[config.mk]
export PLATFORM = sky130hd
export DESIGN_NAME = sdf_input_feeder
export DESIGN_NICKNAME = d
export VERILOG_FILES = /design/src/rtl/fft_pkg.sv /design/src/rtl/fpt_scale.sv /design/src/rtl/sdf_input_feeder.sv
export SDC_FILE = /design/constraint.sdc
export NUM_CORES = 1
export LEC_CHECK = 0
export BUFFER_PORTS_ARGS = -buffer_cell sky130_fd_sc_hd__buf_2
export CORE_ASPECT_RATIO = 0.7
export CORE_UTILIZATION = 51
export CTS_BUF_LIST = sky130_fd_sc_hd__clkbuf_8
export CTS_CLUSTER_DIAMETER = 120
export DETAILED_ROUTE_END_ITERATION = 10
export PLACE_DENSITY = 0.95
export SETUP_SLACK_MARGIN = 0.02
export SYNTH_ARGS = -nofsm -noshare
export SYNTH_HDL_FRONTEND = slang
export SYNTH_SLANG_ARGS = --single-unit
[constraint.sdc]
create_clock -name clk -period 3.9 [get_ports clk]
set_clock_uncertainty 0.1 [all_clocks]
set_input_delay 0.195 -clock clk [delete_from_list [all_inputs] [get_ports clk]]
set_output_delay 0.195 -clock clk [all_outputs]
set_load 0.02 [all_outputs]
[src/rtl/fft_pkg.sv]
// Shared fixed-point types and feeder state encoding for the R2SDF FFT pipeline.
package fft_pkg;

    localparam int FPT_W    = 32;
    localparam int FPT_FRAC = 16;

    typedef logic signed [FPT_W-1:0] fpt;

    typedef enum logic [1:0] {
        IDLE,
        FILL,
        PAD
    } feeder_state_e;

endpackage

[src/rtl/fpt_scale.sv]
// Combinational arithmetic right shift of a two's-complement fixed-point sample.
module fpt_scale
    import fft_pkg::*;
#(
    parameter int WIDTH = FPT_W,
    parameter int SHIFT = 0
) (
    input  logic signed [WIDTH-1:0] in_data,
    output logic signed [WIDTH-1:0] out_data
);

    assign out_data = in_data >>> SHIFT;

endmodule

[src/rtl/sdf_input_feeder.sv]
// Frames converted samples into LENGTH-point complex frames for the first R2SDF stage.
// Define FEEDER_SCALE_EN to pre-scale real samples by >>> $clog2(LENGTH).
module sdf_input_feeder
    import fft_pkg::*;
#(
    parameter int LENGTH = 8,
    parameter int WIDTH  = FPT_W,
    parameter int FRAC   = FPT_FRAC
) (
    input  logic             clk,
    input  logic             rst_n,
    input  logic             in_valid,
    output logic             in_ready,
    input  logic [WIDTH-1:0] in_data,
    input  logic             flush,
    output logic             out_valid,
    input  logic             out_ready,
    output logic [WIDTH-1:0] out_re,
    output logic [WIDTH-1:0] out_im,
    output logic             out_first,
    output logic             out_last,
    output logic [15:0]      frame_cnt
);

    localparam int            CW       = $clog2(LENGTH);
    localparam logic [CW-1:0] LAST_IDX = CW'(LENGTH - 1);

    if (LENGTH < 2 || (LENGTH & (LENGTH - 1)) != 0 || FRAC >= WIDTH) begin : g_bad_cfg
        $error("sdf_input_feeder: invalid LENGTH/WIDTH/FRAC configuration");
    end

    feeder_state_e     state, state_nxt;
    logic [CW-1:0]     sample_cnt;
    logic              reg_free, accept, pad_load, load, last_idx;
    logic [WIDTH-1:0]  scaled;

`ifdef FEEDER_SCALE_EN
    fpt_scale #(
        .WIDTH (WIDTH),
        .SHIFT (CW)
    ) u_scale (
        .in_data  (in_data),
        .out_data (scaled)
    );
`else
    assign scaled = in_data;
`endif

    assign reg_free = !out_valid || out_ready;
    assign in_ready = reg_free && (state != PAD);
    assign accept   = in_valid && in_ready;
    assign pad_load = (state == PAD) && reg_free;
    assign load     = accept || pad_load;
    assign last_idx = (sample_cnt == LAST_IDX);
    assign out_im   = '0;

    always_ff @(posedge clk or negedge rst_n) begin
        if (!rst_n) begin
            state <= IDLE;
        end else begin
            state <= state_nxt;
        end
    end

    // A coincident accept wins over flush; padding starts only if the frame is still open.
    always_comb begin
        state_nxt = state;
        unique case (state)
            IDLE: begin
                if (accept) state_nxt = FILL;
            end
            FILL: begin
                if (accept && last_idx) state_nxt = IDLE;
                else if (flush)         state_nxt = PAD;
            end
            PAD: begin
                if (pad_load && last_idx) state_nxt = IDLE;
            end
            default: state_nxt = IDLE;
        endcase
    end

    always_ff @(posedge clk or negedge rst_n) begin
        if (!rst_n) begin
            sample_cnt <= '0;
            out_valid  <= 1'b0;
            out_re     <= '0;
            out_first  <= 1'b0;
            out_last   <= 1'b0;
        end else if (load) begin
            sample_cnt <= sample_cnt + CW'(1);
            out_valid  <= 1'b1;
            out_re     <= accept ? scaled : '0;
            out_first  <= (sample_cnt == '0);
            out_last   <= last_idx;
        end else if (out_ready) begin
            out_valid  <= 1'b0;
        end
    end

    always_ff @(posedge clk or negedge rst_n) begin
        if (!rst_n) begin
            frame_cnt <= '0;
        end else if (out_valid && out_ready && out_last) begin
            frame_cnt <= frame_cnt + 16'd1;
        end
    end

endmodule

## Yosys cells after proc, flatten, opt, wreduce, memory -nomap -nowiden

Cells that the tools add are included.

- Multiplexer cells: 8
- Equality and inequality tests: 7
- Add/sub/neg operators: 2
- Reduce and logical (&&, ||, !) cells: 14

Operators with widths:

| kind | count |
|---|---|
| $mux W32 | 1 |
| $add A16 B1 Y16 const B | 1 |
| $mux W2 | 4 |
| $logic_and A1 B1 Y1 | 7 |
| $pmux W2 S3 | 1 |
| $ne A2 B2 Y1 const B | 2 |
| $add A3 B1 Y3 const B | 1 |
| $eq A3 B3 Y1 const B | 1 |
| $logic_not A3 Y1 | 1 |
| $ne A3 B3 Y1 const B | 1 |
| $reduce_and A3 Y1 | 1 |
| $eq A2 B1 Y1 const B | 1 |
| $eq A2 B2 Y1 const B | 1 |
| $logic_not A2 Y1 | 1 |
| $logic_or A1 B1 Y1 | 2 |
| $mux W1 | 2 |
| $ne A2 B1 Y1 const B | 1 |
| $reduce_bool A2 Y1 | 1 |
| $logic_not A1 Y1 | 1 |

- Output and inout port bits: 84
- Input port bits: 37
- Word-level logic and storage cells: 38
- Bits in registers: 56

## Longest topological paths before layout

Gate-level depths: netlist of run 1.

- Word-level depth: 7
- Depth in mapped cells: 5

## Least setup slack after synthesis of run 1

OpenSTA, ideal clock, no wires.

- Path kind: register to register
- From: register frame_cnt[0]
- To: register frame_cnt[6]
- Arrival time: 1.287 ns
- Data required time: 3.671 ns
- Buffers on the path: 0
- Cell stages (with the launch flop): 6
- Period minus slack after synthesis: 1.516 ns
- Library setup time: 0.129 ns
- Setup slack: 2.384 ns
- Cell sequence: dfrtp_1 -> ha_1 -> nand4_1 -> nor2_2 -> nand4_1 -> xnor2_1

- Word-level cells in the longest chain between the ends: 1

RTL lines:

| element | line | source |
|---|---|---|
| from (decl) | sdf_input_feeder.sv:22 | `output logic [15:0] frame_cnt` |
| from (signal assigned) | sdf_input_feeder.sv:105 | `frame_cnt <= frame_cnt + 16'd1;` |
| $add A16 B1 Y16 | sdf_input_feeder.sv:105 |  |

Every way passes these cells.
A chain may end at the register's enable or synchronous reset.

## Final worst setup path of run 1

- From: register state[1]
- To: register sample_cnt[1]

- Word-level cells in the longest chain between the ends: 4
- Elaborated cells between the ends (all ways): 6
- Those cells by class: 2 x eq/ne; 4 x reduce/logical

RTL lines:

| element | line | source |
|---|---|---|
| from (decl) | sdf_input_feeder.sv:32 | `feeder_state_e state, state_nxt;` |
| from (signal assigned) | sdf_input_feeder.sv:61 | `state <= state_nxt;` |
| $ne A2 B2 Y1 | sdf_input_feeder.sv:50 | `assign in_ready = reg_free && (state != PAD);` |
| $logic_and A1 B1 Y1 | sdf_input_feeder.sv:50 |  |
| $logic_and A1 B1 Y1 | sdf_input_feeder.sv:51 | `assign accept = in_valid && in_ready;` |
| $logic_or A1 B1 Y1 (*) | sdf_input_feeder.sv:53 | `assign load = accept \|\| pad_load;` |
| to (signal assigned) | sdf_input_feeder.sv:91 | `sample_cnt <= sample_cnt + CW'(1);` |
| to (decl) | sdf_input_feeder.sv:33 | `logic [CW-1:0] sample_cnt;` |

Every way passes the cells marked *; elsewhere a longest branch is shown, timed or not.

==> summary.md, run 1 <==
| Metric | Value |
|---|---|
| Final Hold Viols | `0` |
| Slew HR | `0.429` |
| Post-synthesis area per instance | `12.5 um2` |
| CP startpoint kind | `flip-flop` |
| Synth Instances | `197` |
| GRT Residual Overflow | `0` |
| Post-cts hold buffer count | `1` |
| Post-synthesis mux area share | `0.0183` |
| Synth Cell Area | `2460 um2` |
| CP required | `3.99 ns` |
| GRT Total Usage | `0.182` |
| DR vias/cell | `around 4.9` |
| Post_cts resized | `0` |
| Fmax | `roughly 450 MHz` |
| Most frequent cells in the layout | `88 x buf_2, 56 x dfrtp_1, 32 x a22o_1, 32 x conb_1, 14 x xnor2_1` |
| Vias | `1707` |
| CTS buffer count | `5` |
| Clock Tree Buf Depth | `2` |
| Slew Limit Fails | `0` |
| Horiz. Die Dim | `85.1 um` |
| Critical Path Fanout Max | `20` |
| Register area share after synthesis | `0.569` |
| Core area | `between 4000 and 5000 um2` |
| Tot Pwr | `1850 uW` |
| HPWL Detailed | `roughly 3400 um` |
| Multi-input logic area | `~890 um2` |
| Final setup viols | `0` |
| Largest net degree at the start of global routing | `57` |
| Num ports | `approximately 120` |
| ANT cells | `0` |
| # rows | `20` |
| Fillcell total | `357` |
| Hold WC Path Type | `input pin to flip-flop` |
| # clock sinks | `56` |
| Layout cells sized above 1 | `0.377` |
| Routability cong. | `0.741` |
| Count of input and output buffers | `88` |
| Die ar. | `5120 um2` |
| Least-Margin Pin Slew | `roughly 0.86 ns` |
| H-tree depth | `2` |
| Synth Area in Compound Gates | `0.123` |
| First-pass GRT wire length | `7120 um` |
| Worst-Skew Late Latency | `0.30 ns` |
| Vias in the first global route | `1540` |
| Part of the cycle the worst path needs | `0.569` |
| Xor-xnor portion of the synthesized cell area | `0.0569` |
| Post-synthesis simple-gate area fraction | `0.0904` |
| Sequential power share | `0.461` |
| Clock power share | `0.167` |
| Post-layout util | `0.663` |
| Die H | `60.2 um` |
| CTS root buffer | `clkbuf_8` |
| Residual DRC | `0` |
| Crit path DAT | `2.31 ns` |
| Net Sw Frac | `0.382` |
| Setup TNS | `0 ns` |
| Cell variety after synth | `26` |
| Internal power | `1140 uW` |
| Seq cells post-synth | `56` |
| Largest cells by area after synthesis | `dfrtp_1 57%, a22o_1 11%, buf_4 10%` |
| Synth area leader | `dfrtp_1` |
| Fin nets | `between 300 and 400` |
| Area grow syn2layout | `20.6%` |
| Synth Area in Adders | `0.0203` |
| Main combinational cell family by area after synthesis | `compound AO/OA/AOI/OAI gates` |
| Pwr/cell area | `621 nW/um2` |
| Tmin final | `2.22 ns` |
| Clock Pin Slew Worst Setup and Hold Paths | `approximately 0.1 ns` |
| Critical path capture point type | `flip-flop` |
| Synth Warn # | `0` |
| Routed len/inst | `13.6 um` |
| LEAKAGE | `0.00164 uW` |
| Setup Fix Bufs, Post-CTS | `0` |
| DRT antenna net count | `0` |
| Comb power frac | `0.371` |
| Most common cell after layout, fill and taps aside | `buf_2` |
| Net Switching | `704 uW` |
| Total Routed Length | `4720 um` |
| Top-area cell type share of the netlist area | `0.569` |
| Sequential cell area | `around 1400 um2` |
| Initial Util | `0.550` |
| Max cap viols | `0` |
| Status | `completed` |
| Starting DRT DRC Count | `66` |
| Worst vdd ir | `0.000287 V` |
| Unrepaired setup endpoints after global routing | `no` |
| Initial DRT Pass Iterations | `4` |
| Setup CP Type | `flip-flop to flip-flop` |
| Initial antenna violation count | `0` |
| CTS tree | `built` |
[kinds of logic (layout without fill, tap and decap cells)]
logic type | Yosys count | in the layout
and+or+nand+nor | 37 | 37
DFF | 56 | 56
xor gates and xnor gates | 16 | 16
muxes | 4 | 4
other | 1 | 32
adders and majority gates | 4 | 4
AOI/OAI and AO/OA | 36 | 36
buffers and inverters | 43 | 107
[power groups by stage]
stage / registers [uW] / clock network, uW / logic [uW]
floorplan: 1020 / 0 / 306
global placement: 852 / 0 / 662
detailed placement: 858 / 0 / 687
CTS: 850 / 325 / 691
global route: 871 / 353 / 744
finish: 851 / 309 / 685
[registers in the layout, indices dropped and copies added, names as in the netlist]
name / flops
sample_cnt: 3
out_last: 1
out_re: 32
out_first: 1
frame_cnt: 16
out_valid: 1
state: 2
[final cells by class]
cell class | count | area share
Sequential cell | 56 | 0.472
Multi-Input combinational cell | 129 | 0.298
Timing Repair Buffer | 96 | 0.173
Clock buffer | 5 | 0.0232
Tap cell | 55 | 0.0232
Clock inverter | 3 | 0.00758
Inverter | 3 | 0.00379
[layer usage]
layer  routed length [um]  share of wire  vias up  GRT usage
met5                    0              0        -          0
li1                     -              -      812          -
met3                  219          0.046        0     0.0511
met4                    0              0        0     0.0145
met1                 2110           0.45      835      0.232
met2                 2390           0.51       60      0.327
[final timing paths]
path / from / end / slack (ns) / cells after the start
max: state[1]$_DFFE_PN0P_ / sample_cnt[1]$_DFFE_PN0P_ / 1.68 / 4
min: in_data[14] / out_re[14]$_DFFE_PN0P_ / 0.02 / 2
max reg2reg: state[1]$_DFFE_PN0P_ / sample_cnt[1]$_DFFE_PN0P_ / 1.68 / 4
min reg2reg: state[1]$_DFFE_PN0P_ / state[0]$_DFFE_PN0P_ / 0.37 / 1
max in group asynchronous: rst_n / frame_cnt[0]$_DFFE_PN0P_ / 2.80 / 3
min in group asynchronous: rst_n / frame_cnt[15]$_DFFE_PN0P_ / 0.45 / 3
[critical path: stages, from the launching register on]
cell	delay [ns]
dfrtp_1	0.40
nor2b_2	0.20
o21ai_2	0.67
buf_4	0.37
mux2_2	0.37
[synth_stat cells (all sizes together)]
master / count
and4: 2
nand2b: 2
nand3: 9
a22o: 32
xnor2: 14
nand2: 7
conb: 1
buf: 40
inv: 3
xor2: 2
dfrtp: 56
or3: 1
nor2: 5
o21ai: 3
a2bb2oi: 1
mux2: 4
nand4: 4
nor2b: 3
and3: 4
ha: 4
[metrics by stage]
step	area [um2]	hold WS, ns	setup slack [ns]	cells
floorplan	2580	-0.201	2.38	228
global placement	2830	0.254	1.79	334
detailed placement	2830	0.265	1.69	334
CTS	2930	0.000420	1.68	343
global route	2970	0.00220	1.58	347
finish	2970	0.0155	1.68	347
Power figures use the tool's default switching activity.
==> run 2: changes to the inputs <==
--- a/config.mk
+++ b/config.mk
@@ -5,13 +5,14 @@
 export SDC_FILE = /design/constraint.sdc
 export NUM_CORES = 1
 export LEC_CHECK = 0
+export ABC_AREA = 1
 export BUFFER_PORTS_ARGS = -buffer_cell sky130_fd_sc_hd__buf_2
 export CORE_ASPECT_RATIO = 0.7
-export CORE_UTILIZATION = 51
+export CORE_UTILIZATION = 45
 export CTS_BUF_LIST = sky130_fd_sc_hd__clkbuf_8
 export CTS_CLUSTER_DIAMETER = 120
 export DETAILED_ROUTE_END_ITERATION = 10
-export PLACE_DENSITY = 0.95
+export PLACE_DENSITY = 0.88
 export SETUP_SLACK_MARGIN = 0.02
 export SYNTH_ARGS = -nofsm -noshare
 export SYNTH_HDL_FRONTEND = slang
==> constraint.sdc (replaced) <==
create_clock -name clk -period 1.8 [get_ports clk]
set_clock_uncertainty 0.1 [all_clocks]
set_input_delay 0.09 -clock clk [delete_from_list [all_inputs] [get_ports clk]]
set_output_delay 0.09 -clock clk [all_outputs]
set_load 0.02 [all_outputs]
==> summary.md, run 2 <==
| Metric | Value |
|---|---|
| Status | `completed` |
| Final setup viols | `0 (unchanged)` |
| Routability cong. | `0.811 (+9.4%)` |
| Unrepaired setup endpoints after global routing | `no` |
| Synth cell count leaders | `108 x nand2_1, 56 x dfrtp_1, 42 x nand3_1` |
| Max stage delay on crit path | `0.45 ns (-0.22 ns)` |
| Placed insts | `480 (+44%)` |
| Max reg flops | `32 (unchanged)` |
| WL met2 | `3280 um (+37%)` |
| Vias in the first global route | `2239 (+45%)` |
| # clock sinks | `56 (unchanged)` |
| Critical path capture point type | `output pin` |
| Setup CP Type | `flip-flop to output pin` |
| Critical Path Fanout Max | `33 (+65%)` |
| H-tree depth | `2 (unchanged)` |
| Asr flop ratio synth | `1.00 (unchanged)` |
| CP required | `1.61 ns (-2.38 ns)` |
| Max cap viols | `0 (unchanged)` |
| Synth area leader | `dfrtp_1` |
| Pwr/cell area | `1200 nW/um2 (+93%)` |
| LEAKAGE | `0.00214 uW (+30%)` |
| GRT Residual Overflow | `0 (unchanged)` |
| Residual DRC | `0 (unchanged)` |
| Most frequent cells in the layout | `108 x nand2_1, 88 x buf_2, 56 x dfrtp_1, 42 x nand3_1, 34 x dlygate4sd3_1` |
| Final Non-Filler Cells | `522 (+50%)` |
| Synth Warn # | `0 (unchanged)` |
| Register area share after synthesis | `0.496 (-0.0724)` |
| Top-area cell type share of the netlist area | `0.496 (-0.0724)` |
| Setup Fix Bufs, Post-CTS | `0 (unchanged)` |
| Layout cells sized above 1 | `0.255 (-0.122)` |
| Seq cells post-synth | `56 (unchanged)` |
| Post-synth EDFFs | `0 (unchanged)` |
| Vias | `2370 (+39%)` |
| Largest cells by area after synthesis | `dfrtp_1 50%, nand2_1 14%, buf_4 9.3%` |
| Cell with the most instances after synthesis | `nand2_1` |
| Area grow syn2layout | `28.2%` |
| Crit-path cells | `nand2_1 -> nand2_1 -> inv_6 -> buf_2` |
| DR vias/cell | `4.54 (-7.7%)` |
| CTS buffer count | `5 (unchanged)` |
| Hold WC Path Type | `input pin to flip-flop` |
| First-pass GRT wire length | `10400 um (+46%)` |
| Count of input and output buffers | `88 (unchanged)` |
| Initial DRT Pass Iterations | `4 (unchanged)` |
| # rows | `23 (+15%)` |
| CP startpoint kind | `flip-flop` |
| Initial Util | `0.481 (-0.0692)` |
| Worst-Skew Late Latency | `0.29 ns (about the same)` |
| CTS root buffer | `clkbuf_8` |
| Slew Limit Fails | `0 (unchanged)` |
| Starting DRT DRC Count | `107 (+62%)` |
| Primary FF master, synth | `dfrtp_1` |
| Highest metal used | `met4` |
| Most used cell, CP | `nand2_1` |
| Die ar. | `6600 um2 (+29%)` |
| Met3 WL | `431 um (+97%)` |
| Core area | `5870 um2 (+31%)` |
| Most common cell after layout, fill and taps aside | `nand2_1` |
| Tmin final | `approximately 1.7 ns` |
| Fmax | `just under 600 MHz` |
| Num ports | `121 (unchanged)` |
| DRT antenna net count | `0 (unchanged)` |
| ANT cells | `0 (unchanged)` |
| Part of the cycle the worst path needs | `0.933` |
| Synth Cell Area | `2820 um2 (+15%)` |
| Initial antenna violation count | `0 (unchanged)` |
| Total Routed Length | `6550 um (+39%)` |
| Top reg by flops | `out_re` |
| Largest net degree at the start of global routing | `38 (-33%)` |
| CTS tree | `built` |
| Clock Pin Slew Worst Setup and Hold Paths | `0.09 ns (about the same)` |
| Cell Area, Placed | `3180 um2 (+12%)` |
| Fillcell total | `500 (+40%)` |
| Cell variety after synth | `32 (+23%)` |
| Clock Tree Buf Depth | `2 (unchanged)` |
| Post-synthesis area per instance | `8.69 um2 (-31%)` |
| Crit path DAT | `1.49 ns (-0.82 ns)` |
| Top flop regs | `out_re x32, frame_cnt x16, sample_cnt x3` |
| Fin nets | `487 (+47%)` |
| Worst vdd ir | `0.000657 V (+130%)` |
| Final Hold Viols | `0 (unchanged)` |
| HPWL Detailed | `4290 um (+25%)` |
| Routed len/inst | `12.5 um (-7.9%)` |
| Horiz. Die Dim | `96.7 um (+14%)` |
| Synth Instances | `325 (+65%)` |
| Setup TNS | `0 ns (unchanged)` |
| Metal-1 WL | `2810 um (+33%)` |
| GRT Total Usage | `0.200 (+0.0185)` |
| Cell area after layout | `3620 um2 (+22%)` |
| Critical Path Slowest Stage Cell | `dfrtp_1` |
| Die H | `68.3 um (+13%)` |
[run 2: changes by cell type in the layout (fill, tap and decap cells not counted), moves of 4 or more]
| cell | previous run | this run |
|---|---|---|
| a22o_1 | 32 | 0 |
| and3_1 | 4 | 0 |
| dlygate4sd3_1 | 5 | 34 |
| inv_1 | 3 | 31 |
| mux2_2 | 4 | 0 |
| nand2_1 | 7 | 108 |
| nand3_1 | 9 | 42 |
| xnor2_1 | 14 | 5 |
[run 2: worst max-delay path: cells and delay by family (launching register included)]
kind          cells  cell delay, ns
buf+inv           2            0.44
flops             1            0.45
simple gates      2            0.28
[run 2: report_power, final]
| part | switching [uW] | internal (uW) | leakage (uW) | total (uW) |
|---|---|---|---|---|
| clock | 389 | 304 | 0.0000538 | 693 |
| sequential | 240 | 1620 | 0.000704 | 1860 |
| combinational | 1210 | 576 | 0.00138 | 1790 |
[run 2: path summary, 6_finish.rpt]
kind / end / startpoint / slack [ns] / cells past startpoint
max: in_ready / out_valid$_DFFE_PN0P_ / 0.12 / 4
min reg2reg: out_re[11]$_DFFE_PN0P_ / out_re[11]$_DFFE_PN0P_ / 0.37 / 2
max in group asynchronous: out_re[31]$_DFFE_PN0P_ / rst_n / 0.77 / 3
max reg2reg: state[1]$_DFFE_PN0P_ / sample_cnt[0]$_DFFE_PN0P_ / 0.34 / 8
min: out_valid$_DFFE_PN0P_ / out_ready / 0.08 / 4
min in group asynchronous: out_first$_DFFE_PN0P_ / rst_n / 0.18 / 2
[run 2: cell families (layout without fill, tap and decap cells)]
logic type / Yosys count / count (layout) / share of synthesized area
AO/OA/AOI/OAI: 7 / 7 / 0.0177
buffers and inverters: 75 / 166 / 0.156
XOR/XNOR: 10 / 10 / 0.0310
adder cells (fa/ha/maj): 4 / 4 / 0.0177
flip-flops: 56 / 56 / 0.496
other: 1 / 32 / 0.00133
AND/OR/NAND/NOR: 172 / 172 / 0.280
[run 2: repair_timing]
item                       CTS  global route
hold buffers                34             0
setup endpoints to repair    1             1
gates resized for setup      1             1
pin swaps                    0             0
hold endpoints to repair    54             0
[run 2: cell type report]
cell class	instances	area (um2)	area share
flip-flops and latches	56	1400	0.387
multi-input cells	225	1100	0.303
repair buffers	125	803	0.222
inverters	33	133	0.0367
well taps	75	93.8	0.0259
clock buffers	6	82.6	0.0228
clock inverters	2	7.51	0.00207
[run 2: routing by layer]
metal	vias to the layer above	GRT usage
met4	0	0.0448
met2	102	0.364
met5	-	0
met1	1088	0.247
li1	1178	-
met3	2	0.0470
[run 2: stage by stage]
step | power [uW] | hold WS, ns | util | worst slack (ns)
final | 4340 | 0.0804 | 0.616 | 0.121
after global placement | 3520 | -0.0195 | 0.542 | 0.322
after floorplan | 3120 | -0.306 | - | 0.372
after CTS | 4350 | 0.0715 | 0.616 | 0.102
after global routing | 4640 | 0.0629 | 0.616 | 0.0221
after detailed placement | 3590 | -0.0169 | 0.542 | 0.294
